`src/rtl/memoria_resp.sv`:
```
// Purpose : word-array memory responder; clears itself after reset, then serves read/write requests.
// Latency : read data and ReadValid appear READ_LATENCY cycles after the accepting edge (fully pipelined).
// Backpressure: none toward the initiator; Busy=1 during the post-reset clear, and requests are dropped then.
//
// Ports:
//   Clock        clock, rising-edge active
//   Reset        asynchronous, active-low reset
//   Address      word address shared by read and write requests
//   ReadEnable   read request, sampled on each rising edge
//   WriteEnable  write request, sampled on each rising edge
//   DataIN       write data
//   DataOut      read data; holds the last returned word between results
//   ReadValid    one-cycle strobe per returned read
//   Busy         high while the array is being cleared
module memoria_resp #(
    parameter int DATA_WIDTH   = 16,
    parameter int ADDR_WIDTH   = 5,
    parameter int READ_LATENCY = 1      // legal range 1..4
) (
    input  logic                  Clock,
    input  logic                  Reset,
    input  logic [ADDR_WIDTH-1:0] Address,
    input  logic                  ReadEnable,
    input  logic                  WriteEnable,
    input  logic [DATA_WIDTH-1:0] DataIN,
    output logic [DATA_WIDTH-1:0] DataOut,
    output logic                  ReadValid,
    output logic                  Busy
);

    localparam int DEPTH = 2 ** ADDR_WIDTH;

    typedef enum logic {
        INIT,
        READY
    } state_t;

    state_t                  state_q, state_d;
    logic [ADDR_WIDTH-1:0]   clr_cnt_q, clr_cnt_d;

    logic [DATA_WIDTH-1:0]   mem [DEPTH];

    logic                    mem_we;
    logic [ADDR_WIDTH-1:0]   mem_waddr;
    logic [DATA_WIDTH-1:0]   mem_wdat;
    logic                    rd_acc;

    // Read pipeline: stage 0 is loaded on the accepting edge, the last stage drives the outputs.
    logic [READ_LATENCY-1:0] vld_q;
    logic [DATA_WIDTH-1:0]   dat_q [READ_LATENCY];

    // ------------------------------------------------------------------
    // Control FSM: state register
    // ------------------------------------------------------------------
    always_ff @(posedge Clock or negedge Reset) begin
        if (!Reset) begin
            state_q   <= INIT;
            clr_cnt_q <= '0;
        end else begin
            state_q   <= state_d;
            clr_cnt_q <= clr_cnt_d;
        end
    end

    // ------------------------------------------------------------------
    // Control FSM: next state, array write port and read acceptance
    // ------------------------------------------------------------------
    always_comb begin
        state_d   = state_q;
        clr_cnt_d = clr_cnt_q;
        mem_we    = 1'b0;
        mem_waddr = Address;
        mem_wdat  = DataIN;
        rd_acc    = 1'b0;

        case (state_q)
            INIT: begin
                // The clear owns the write port; initiator requests are dropped.
                mem_we    = 1'b1;
                mem_waddr = clr_cnt_q;
                mem_wdat  = '0;
                clr_cnt_d = clr_cnt_q + ADDR_WIDTH'(1);
                // All-ones counter means word DEPTH-1 is cleared on this edge.
                if (&clr_cnt_q) begin
                    state_d = READY;
                end
            end
            READY: begin
                mem_we = WriteEnable;
                rd_acc = ReadEnable;
            end
            default: begin
                state_d = INIT;
            end
        endcase
    end

    assign Busy = (state_q == INIT);

    // ------------------------------------------------------------------
    // Word array (contents are not reset; INIT clears them)
    // ------------------------------------------------------------------
    always_ff @(posedge Clock) begin
        if (mem_we) begin
            mem[mem_waddr] <= mem_wdat;
        end
    end

    // ------------------------------------------------------------------
    // Read pipeline. Sampling the array with the pre-edge contents gives
    // read-first behaviour when a write hits the same word on the same edge.
    // Data stages only load on a valid so the last stage holds between results.
    // ------------------------------------------------------------------
    always_ff @(posedge Clock or negedge Reset) begin
        if (!Reset) begin
            vld_q <= '0;
            for (int i = 0; i < READ_LATENCY; i++) begin
                dat_q[i] <= '0;
            end
        end else begin
            vld_q[0] <= rd_acc;
            if (rd_acc) begin
                dat_q[0] <= mem[Address];
            end
            for (int i = 1; i < READ_LATENCY; i++) begin
                vld_q[i] <= vld_q[i-1];
                if (vld_q[i-1]) begin
                    dat_q[i] <= dat_q[i-1];
                end
            end
        end
    end

    assign ReadValid = vld_q[READ_LATENCY-1];
    assign DataOut   = dat_q[READ_LATENCY-1];

endmodule

```
`config.mk`:
```
export PLATFORM = sky130hd
export DESIGN_NAME = memoria_resp
export DESIGN_NICKNAME = d
export VERILOG_FILES = /design/src/rtl/memoria_resp.sv
export SDC_FILE = /design/constraint.sdc
export NUM_CORES = 1
export LEC_CHECK = 0
export CELL_PAD_IN_SITES_DETAIL_PLACEMENT = 0
export CELL_PAD_IN_SITES_GLOBAL_PLACEMENT = 2
export CORE_ASPECT_RATIO = 0.75
export CORE_MARGIN = 3
export CORE_UTILIZATION = 48
export DETAILED_ROUTE_END_ITERATION = 8
export GPL_TIMING_DRIVEN = 0
export PLACE_DENSITY_LB_ADDON = 0.12
export SLEW_MARGIN = 20
export SYNTH_ARGS = -nofsm -noshare
export SYNTH_HDL_FRONTEND = slang
export SYNTH_SLANG_ARGS = --single-unit
export TNS_END_PERCENT = 5
```
`constraint.sdc`:
```
create_clock -name Clock -period 3.15 [get_ports Clock]
set_input_delay 0.63 -clock Clock [delete_from_list [all_inputs] [get_ports Clock]]
set_output_delay 0.63 -clock Clock [all_outputs]
set_load 0.02 [all_outputs]
```
==> results_dict.tcl, run 1 <==
set metrics [dict create \
    worst-path-buf-inv 4 \
    power_density_nw_per_um2 606 \
    wirelength_mm 58.3 \
    finalSetupViolCount 3 \
    synth_edf_count 512 \
    via_per_inst 5.95 \
    remaining_drc_errors 0 \
    worstMarginPinSlew_ns 0.991 \
    timing.hold.ws_ns 0.0790 \
    crit_slowest_cell "clkdlybuf4s50_1" \
    fill_cells 3337 \
    place_hpwl_mm 39.8 \
    first_iter_violations 1182 \
    hold_viol 0 \
    comb_power_share_pct 6.9 \
    yosysWarningCount 0 \
    die_h_um 188 \
    syn_to_final_growth_pct 16.6 \
    yosysSeqAreaShare_pct 75.2 \
    multi_input_area_um2 4930 \
    path_cells "clkdlybuf4s50_1, nor2b_1, buf_2, buf_2, clkbuf_1, a22oi_1, a21oi_1, o41ai_2" \
    outcome "complete, but fails checks" \
    p_int_uw 11700 \
    violations "negative setup slack" \
    drt-wirelength-per-cell_um 30.4 \
    power.leakage_uw 0.00863 \
    fmax_ghz 0.308 \
    finalNetCount 1324 \
    synth-main-ff-cell "edfxtp_1" \
    finalMaxSlewViolations 0 \
    layout-drive-gt1-share_pct 18.4 \
    cpLargestDelayFamily "buffers and inverters" \
    cap_violations 0 \
    fin_crit_ns 3.25 \
    via_count 11402 \
    seq_power_share_pct 52.6 \
    dieArea_um2 46800 \
    crit_top_cell "buf_2" \
    grt_pass1_vias 10852 \
    cts_root_buffer "clkbuf_16" \
    worst_slack_ns -0.0966 \
    min_period_over_period_pct 103 \
    skew_ns 0.0193 \
    end_kind "register" \
    slew-limit-headroom_pct 33.9 \
    ir_worst_vdd_mv 0.466 \
    cts_tree "yes" \
    die_w_um 249 \
    regArea_um2 16000 \
    critical_path_class "primary input to register" \
    cp.depth 8 \
    grt_pass1_wl_mm 81.9 \
    gp_congestion 0.872 \
    critical_path_arrival_ns 3.67 \
    ys_types 38 \
    num_antenna_cells 0 \
    hp-class "primary input to asynchronous set/reset pin" \
    switching_power_uw 3310 \
    grt_max_degree 33 \
    crit_fanout 10 \
    cts-hold-fix-buffers 0 \
    r2r_cells 5 \
    rows 66 \
    ios 43 \
    syn-instance-count 1168 \
    cp.required_ns 3.57 \
    critPathLaunchType "primary input" \
    initial_core_util_pct 48.7 \
    clkLatencyLatePin_ns 0.57 \
    fin_total_pwr_uw 15000 \
    rsz0062_at_grt "yes" \
    core_area_um2 43500 \
    slowest_delay_ns 0.68 \
    antenna_found_initial 2 \
    postRouteAntennaNets 0 \
    place_ws_ns -0.718 \
    dr.pass1.iters 5 \
    pwr-share-clk_pct 40.5 \
    clkSlewWorstSetupHoldPaths_ns 0.07 \
    grt_use_total_pct 24.8 \
    sw_frac_of_total_pct 22.1 \
    clockBufferDepth 3 \
    htree_levels 2 \
    syn_area_um2 21200 \
    overflow 0 \
    numCtsBuffers 52 \
    ys_async_sr_fraction_pct 4.30 \
    syn_area_per_cell_um2 18.2 \
    synth-seq-cells 535 \
    portBuffers 41 \
    synth_nets 1195 \
    cts.sink_count 535 \
]
==> placed cells by master (no fill, tap or decap), types with 14 or more instances in the layout <==
master           netlist  layout
and2_2                 0      16
clkbuf_1              21      27
a21oi_1               34      32
buf_6                  8      14
clkbuf_16              0      53
edfxtp_1             512     512
a22oi_1               64      64
nand2_1               28      28
a221oi_1              19      15
buf_2                 16      17
a221oi_2              13      17
dfrtp_1               23      23
nor2_2                 0      29
clkdlybuf4s50_1        0      40
buf_8                  1      23
mux2i_1              256     256
o22ai_1               18      18
a22o_1                32      32
==> synth_stat cells, drive strengths merged, types with 17 or more instances <==
library cell  number  area share, %
o22ai             18           0.53
a22oi             64            2.3
dfrtp             23            2.7
mux2i            256             12
edfxtp           512             72
nor2              36           0.64
and2              17           0.50
a22o              32            1.3
a21oi             34           0.80
clkbuf            21           0.37
a221oi            32            1.7
nand2             28           0.50
buf               48            2.0
==> power groups by stage <==
| stage | clock (uW) | sequential (uW) | combinational [uW] |
|---|---|---|---|
| floorplan | 0 | 8040 | 514 |
| global placement | 0 | 8040 | 964 |
| detailed placement | 0 | 8030 | 1020 |
| CTS | 6150 | 7880 | 1030 |
| global route | 6470 | 7880 | 1080 |
| finish | 6060 | 7880 | 1030 |
==> layout make-up <==
cell class,instances,area share (%)
sequential,535,64.5
multi-input combinational,561,19.9
clock buffer,65,5.67
timing repair buffer,75,3.89
tap,578,2.92
buffer,69,2.01
clock inverter,30,1.02
inverter,3,0.0455
==> worst paths after layout <==
check                                               from                       end  slack, ns
min in group Clock              clr_cnt_q[2]$_DFFE_PN0N_  clr_cnt_q[2]$_DFFE_PN0N_       0.49
worst max register to register         state_q$_DFF_PN0_      mem[14][2]$_DFFE_PP_       0.50
worst min-delay path                               Reset       ReadValid$_DFF_PN0_       0.08
worst max-delay path                          Address[2]   DataOut[13]$_DFFE_PN0P_       -0.1
max in group asynchronous                          Reset    DataOut[4]$_DFFE_PN0P_       2.63
worst min register to register  clr_cnt_q[2]$_DFFE_PN0N_  clr_cnt_q[2]$_DFFE_PN0N_       0.49
==> through the flow <==
step | setup TNS (ns) | utilization, % | area (um^2) | instances
2_1_floorplan | 0 | - | 21200 | 1168
3_3_place_gp | -482.08 | 51.3 | 22300 | 1787
3_5_place_dp | -104.66 | 52.9 | 23000 | 1821
4_1_cts | 0 | 56.8 | 24700 | 1916
5_1_grt | -0.272 | 56.8 | 24700 | 1916
6_report | -0.160 | 56.8 | 24700 | 1916
==> kinds of logic after synthesis <==
| kind of cell | Yosys count | synth area share, % |
|---|---|---|
| buf+inv | 72 | 2.38 |
| xor+xnor | 3 | 0.124 |
| fa+ha+maj | 2 | 0.118 |
| mux | 258 | 12.2 |
| simple gates | 96 | 2.06 |
| compound gates | 202 | 7.93 |
| flops | 535 | 75.2 |
==> registers in the layout, summed over array words and instances (netlist names) <==
register and cells:
mem 512, ReadValid 1, DataOut 16, clr_cnt_q 5, state_q 1
==> repair_timing <==
| item | 4_1_cts | 5_1_grt |
|---|---|---|
| setup endpoints to repair | 9 | 10 |
| setup buffers | 0 | 0 |
| gates cloned | 0 | 0 |
| resized for setup | 2 | 10 |
==> layer usage <==
layer	vias to the layer above	part of all wire, %	global-route usage (%)
li1	4973	-	-
met1	5938	46	37.4
met2	422	42	35.3
met3	69	9.7	8.06
met4	0	2.1	5.56
met5	-	0	0
No activity file was read; power rests on OpenSTA's default activity.
==> run 2, diff against run 1 <==
--- a/config.mk
+++ b/config.mk
@@ -12,7 +12,7 @@
 export CORE_UTILIZATION = 48
 export DETAILED_ROUTE_END_ITERATION = 8
 export GPL_TIMING_DRIVEN = 0
-export PLACE_DENSITY_LB_ADDON = 0.12
+export PLACE_DENSITY = 0.79
 export SLEW_MARGIN = 20
 export SYNTH_ARGS = -nofsm -noshare
 export SYNTH_HDL_FRONTEND = slang
==> results_dict.tcl, run 2 (same netlist as run 1, synthesis figures left out) <==
set metrics [dict create \
    outcome "finished, final reports clean" \
    antenna_found_initial 0 \
    finalNetCount 1330 \
    largest_register_ffs 512 \
    core_area_um2 43500 \
    first_iter_violations 1218 \
    hp-class "primary input to asynchronous set/reset pin" \
    cpLargestDelayFamily "buffers and inverters" \
    slowest_delay_ns 0.73 \
    final_cell_mix "edfxtp_1, mux2i_1, a22oi_1" \
    worst-path-buf-inv 2 \
    met2_length_mm 24.9 \
    grt_pass1_vias 11162 \
    critPathLaunchType "primary input" \
    postRouteAntennaNets 0 \
    highest_layer "met4" \
    skew_ns 0.0251 \
    wirelength_mm 56.5 \
    r2r_cells 6 \
    timing.hold.ws_ns 0.0506 \
    portBuffers 41 \
    regMostFlops "mem" \
    multi_input_area_um2 4880 \
    place_hpwl_mm 38.7 \
    cts-hold-fix-buffers 0 \
    initial_core_util_pct 48.7 \
    clkSlewWorstSetupHoldPaths_ns 0.06 \
    min_period_over_period_pct 99.9 \
    met1_length_mm 25.9 \
    path_cells "clkdlybuf4s50_1, nor2_1, clkbuf_1, a221oi_1, o22ai_1, o41ai_2" \
    finalSetupViolCount 0 \
    cts_root_buffer "clkbuf_16" \
    power.leakage_uw 0.00861 \
    comb_power_share_pct 6.9 \
    wl_met3_mm 4.09 \
    via_count 11466 \
    seq_power_share_pct 53.2 \
    dieArea_um2 46800 \
    hold_viol 0 \
    cts.sink_count 535 \
    ir_worst_vdd_mv 0.450 \
    power_density_nw_per_um2 601 \
    dr.pass1.iters 5 \
    switching_power_uw 3240 \
    finish.utilization_pct 56.6 \
    critical_path_arrival_ns 3.57 \
    fmax_ghz 0.318 \
    die_w_um 249 \
    finalMaxSlewViolations 0 \
    syn_to_final_growth_pct 16.2 \
    rows 66 \
    r2r_slack_ns 0.61 \
    rsz0062_at_grt "yes" \
    final_common_cell "edfxtp_1" \
    overflow 0 \
    via_per_inst 5.97 \
    critical_path_class "primary input to register" \
    end_kind "register" \
    drt-wirelength-per-cell_um 29.4 \
    worstMarginPinSlew_ns 0.983 \
    fill_cells 3341 \
    clockBufferDepth 3 \
    timing.rr.start "state_q$_DFF_PN0_" \
    clkLatencyLatePin_ns 0.58 \
    p_int_uw 11600 \
    die_h_um 188 \
    layout-drive-gt1-share_pct 18.4 \
    grt_max_degree 33 \
    cap_violations 0 \
    regArea_um2 16000 \
    slew-limit-headroom_pct 34.5 \
    crit_slowest_cell "nor2_1" \
    fin_crit_ns 3.15 \
    sw_frac_of_total_pct 21.9 \
    cts_tree "yes" \
    grt_use_total_pct 24.3 \
    grt_pass1_wl_mm 80.8 \
    ios 43 \
    htree_levels 2 \
    r2r_end "mem[4][13]$_DFFE_PP_" \
    crit_fanout 10 \
    remaining_drc_errors 0 \
    numCtsBuffers 52 \
    cp.required_ns 3.57 \
    pwr-share-clk_pct 39.9 \
    gp_congestion 0.929 \
    finalSetupTns_ns 0 \
]
[run 2: changes by cell type in the layout (fill, tap and decap cells not counted), moves of 2 or more]
| cell | delta |
|---|---|
| buf_6 | +19 |
| buf_16 | -3 |
| a221oi_1 | +4 |
| a221oi_2 | -4 |
| buf_12 | +4 |
| buf_8 | -14 |
| nor2_4 | -4 |
| nor2_2 | +3 |
| a21oi_2 | +2 |
| clkinv_4 | -2 |
| a21oi_1 | -2 |
[run 2: how the worst max path moves through the flow]
stage	slack, ns	from	end	depth (start not counted)
floorplan	0.41	Address[0]	mem[10][0]$_DFFE_PP_	7
global placement	-1.04	Address[3]	mem[7][8]$_DFFE_PP_	7
CTS	0.007	Address[2]	DataOut[12]$_DFFE_PN0P_	8
finish	0.002	Address[1]	DataOut[10]$_DFFE_PN0P_	6
detailed placement	-0.64	Address[2]	DataOut[8]$_DFFE_PN0P_	8
global route	-0.10	Address[3]	mem[4][15]$_DFFE_PP_	8
[run 2: power by group through the flow]
stage	combinational (uW)	sequential, uW	clock [uW]
2_1_floorplan	514	8040	0
3_3_place_gp	957	8030	0
3_5_place_dp	1010	8030	0
4_1_cts	1020	7880	5980
5_1_grt	1070	7870	6310
6_report	1020	7880	5900
[run 2: final cells by class]
cell class                      instances  area share [%]
Antenna cell                            1          0.0102
Clock buffer                           66            5.66
Clock inverter                         27           0.848
Buffer                                 68            2.01
Tap cell                              578            2.94
Timing Repair Buffer                   82            3.93
Inverter                                3          0.0457
Sequential cell                       535            64.7
Multi-Input combinational cell        561            19.8
[run 2: repair_timing]
| action | 4_1_cts | 5_1_grt |
|---|---|---|
| pin swaps | 0 | 0 |
| setup buffers | 0 | 0 |
| resized for setup | 4 | 6 |
| endpoints found under the setup margin | 4 | 43 |
| cloned | 0 | 0 |
[run 2: stage by stage]
step / power [uW] / std cells / area, um^2 / worst slack (ns)
finish: 14800 / 1921 / 24600 / 0.00164
global route: 15300 / 1920 / 24600 / -0.102
CTS: 14900 / 1921 / 24600 / 0.00688
detailed placement: 9040 / 1828 / 23000 / -0.642
global placement: 8990 / 1787 / 22300 / -1.04
floorplan: 8560 / 1168 / 21200 / 0.412
[run 2: layer usage]
| layer | vias up | GRT usage [%] |
|---|---|---|
| met4 | 0 | 7.18 |
| li1 | 4995 | - |
| met5 | - | 0 |
| met1 | 5985 | 36.6 |
| met3 | 82 | 4.74 |
| met2 | 404 | 36.0 |
==> run 3, diff against run 2 <==
==> config.mk (replaced) <==
export PLATFORM = sky130hd
export DESIGN_NAME = memoria_resp
export DESIGN_NICKNAME = d
export VERILOG_FILES = /design/src/rtl/memoria_resp.sv
export SDC_FILE = /design/constraint.sdc
export NUM_CORES = 1
export LEC_CHECK = 0
export CORE_ASPECT_RATIO = 0.75
export CORE_MARGIN = 3
export CORE_UTILIZATION = 57
export DETAILED_ROUTE_END_ITERATION = 8
export GPL_TIMING_DRIVEN = 0
export PLACE_DENSITY = 0.74
export SLEW_MARGIN = 20
export SYNTH_ARGS = -nofsm -noshare
export SYNTH_HDL_FRONTEND = slang
export SYNTH_SLANG_ARGS = --single-unit
export TNS_END_PERCENT = 5
==> results_dict.tcl, run 3 (same netlist as run 1, synthesis figures left out) <==
set metrics [dict create \
    outcome "complete, but fails checks" \
    violations "negative setup slack" \
    power_density_nw_per_um2 607 \
    critical_path_class "primary input to register" \
    numCtsBuffers 49 \
    clkSlewWorstSetupHoldPaths_ns 0.07 \
    finalNonFillerCells 1829 \
    power.leakage_uw 0.00853 \
    die_h_um 173 \
    fmax_ghz 0.315 \
    clkLatencyLatePin_ns 0.58 \
    dr.pass1.iters 5 \
    critPathLaunchType "primary input" \
    gp_congestion 0.935 \
    via_count 11762 \
    core_area_um2 36300 \
    antenna_found_initial 2 \
    post-place-cells 1738 \
    syn_to_final_growth_pct 15.0 \
    worstMarginPinSlew_ns 1.16 \
    num_antenna_cells 0 \
    place_hpwl_mm 36.2 \
    ir_worst_vdd_mv 0.456 \
    slew-limit-headroom_pct 22.5 \
    layout-drive-gt1-share_pct 17.5 \
    first_iter_violations 1620 \
    cap_violations 0 \
    final_cell_mix "edfxtp_1, mux2i_1, a22oi_1" \
    hp-class "primary input to asynchronous set/reset pin" \
    fill_cells 2333 \
    initial_core_util_pct 58.5 \
    skew_ns 0.0316 \
    rows 60 \
    drt-wirelength-per-cell_um 29.4 \
    portBuffers 41 \
    grt_pass1_wl_mm 77.8 \
    rsz0062_at_grt "yes" \
    cts-hold-fix-buffers 0 \
    remaining_drc_errors 0 \
    cp.required_ns 3.59 \
    clockBufferDepth 3 \
    min_period_over_period_pct 101 \
    dieArea_um2 39600 \
    critical_path_arrival_ns 3.62 \
    cts.sink_count 535 \
    cts_root_buffer "clkbuf_16" \
    hold_viol 0 \
    grt_pass1_vias 11266 \
    cts_tree "yes" \
    finalNetCount 1320 \
    htree_levels 2 \
    final_common_cell "edfxtp_1" \
    postRouteAntennaNets 0 \
    die_w_um 229 \
    crit_fanout 10 \
    worst_slack_ns -0.0279 \
    largest_register_ffs 512 \
    finalMaxSlewViolations 0 \
    finalSetupViolCount 1 \
    ios 43 \
    regMostFlops "mem" \
    fin_crit_ns 3.18 \
    via_per_inst 6.43 \
    wirelength_mm 53.7 \
    overflow 0 \
    grt_max_degree 33 \
    end_kind "register" \
    place_ws_ns -0.719 \
    grt_use_total_pct 27.1 \
]
## run 3: power breakdown
part           leakage (uW)  switching [uW]  internal, uW
Clock              0.000791            2520          3430
Sequential          0.00489            37.9          7840
Combinational       0.00285             644           337
## run 3: final timing paths
path | startpoint | end | slack [ns] | cells after the start
worst max-delay path | Address[1] | DataOut[0]$_DFFE_PN0P_ | -0.03 | 8
worst min-delay path | Reset | ReadValid$_DFF_PN0_ | 0.06 | 1
worst max register to register | state_q$_DFF_PN0_ | mem[26][10]$_DFFE_PP_ | 0.54 | 6
worst min register to register | clr_cnt_q[2]$_DFFE_PN0N_ | clr_cnt_q[2]$_DFFE_PN0N_ | 0.48 | 1
max in group asynchronous | Reset | clr_cnt_q[4]$_DFFE_PN0N_ | 2.67 | 1
min in group Clock | clr_cnt_q[2]$_DFFE_PN0N_ | clr_cnt_q[2]$_DFFE_PN0N_ | 0.48 | 1
## run 3: worst max-delay path, cell delays in order
cell and delay [ns]:
clkdlybuf4s50_1 0.65, nor2b_1 0.17, buf_2 0.32, buf_2 0.35, buf_1 0.68, a22oi_1 0.22
a21oi_1 0.44, o41ai_2 0.14
## run 3: cell type report
type / count / area [um^2] / share of cell area, %
Clock buffer: 72 / 1410 / 5.76
Buffer: 69 / 493 / 2.02
Multi-Input combinational cell: 561 / 4880 / 20.0
Clock inverter: 19 / 209 / 0.856
Inverter: 3 / 11.3 / 0.0461
Sequential cell: 535 / 16000 / 65.4
Tap cell: 496 / 621 / 2.54
Timing Repair Buffer: 74 / 831 / 3.40
## run 3: stage by stage
step                power, uW  setup TNS [ns]  hold WS, ns  util (%)  area, um^2
finish                  14800         -0.0279       0.0604      67.3       24400
global route            15200          -0.222       0.0888      67.3       24400
CTS                     14800               0       0.0523      67.3       24400
detailed placement       8990          -90.10        0.475      62.8       22800
global placement         8950         -416.68        0.472      61.3       22200
floorplan                8560               0        0.334         -       21200
## run 3: what timing repair did
item,4_1_cts,5_1_grt
gates resized for setup,1,2
buffers inserted,0,0
pin swaps,0,0
setup endpoints to repair,3,21
## run 3: layer usage
metal	part of all wire, %	routed length (um)	up-vias	GRT usage, %
li1	-	-	4964	-
met3	11	5790	116	5.88
met2	45	23900	675	40.0
met1	42	22300	6003	41.0
met4	3.1	1650	4	8.18
met5	0.054	29	-	0
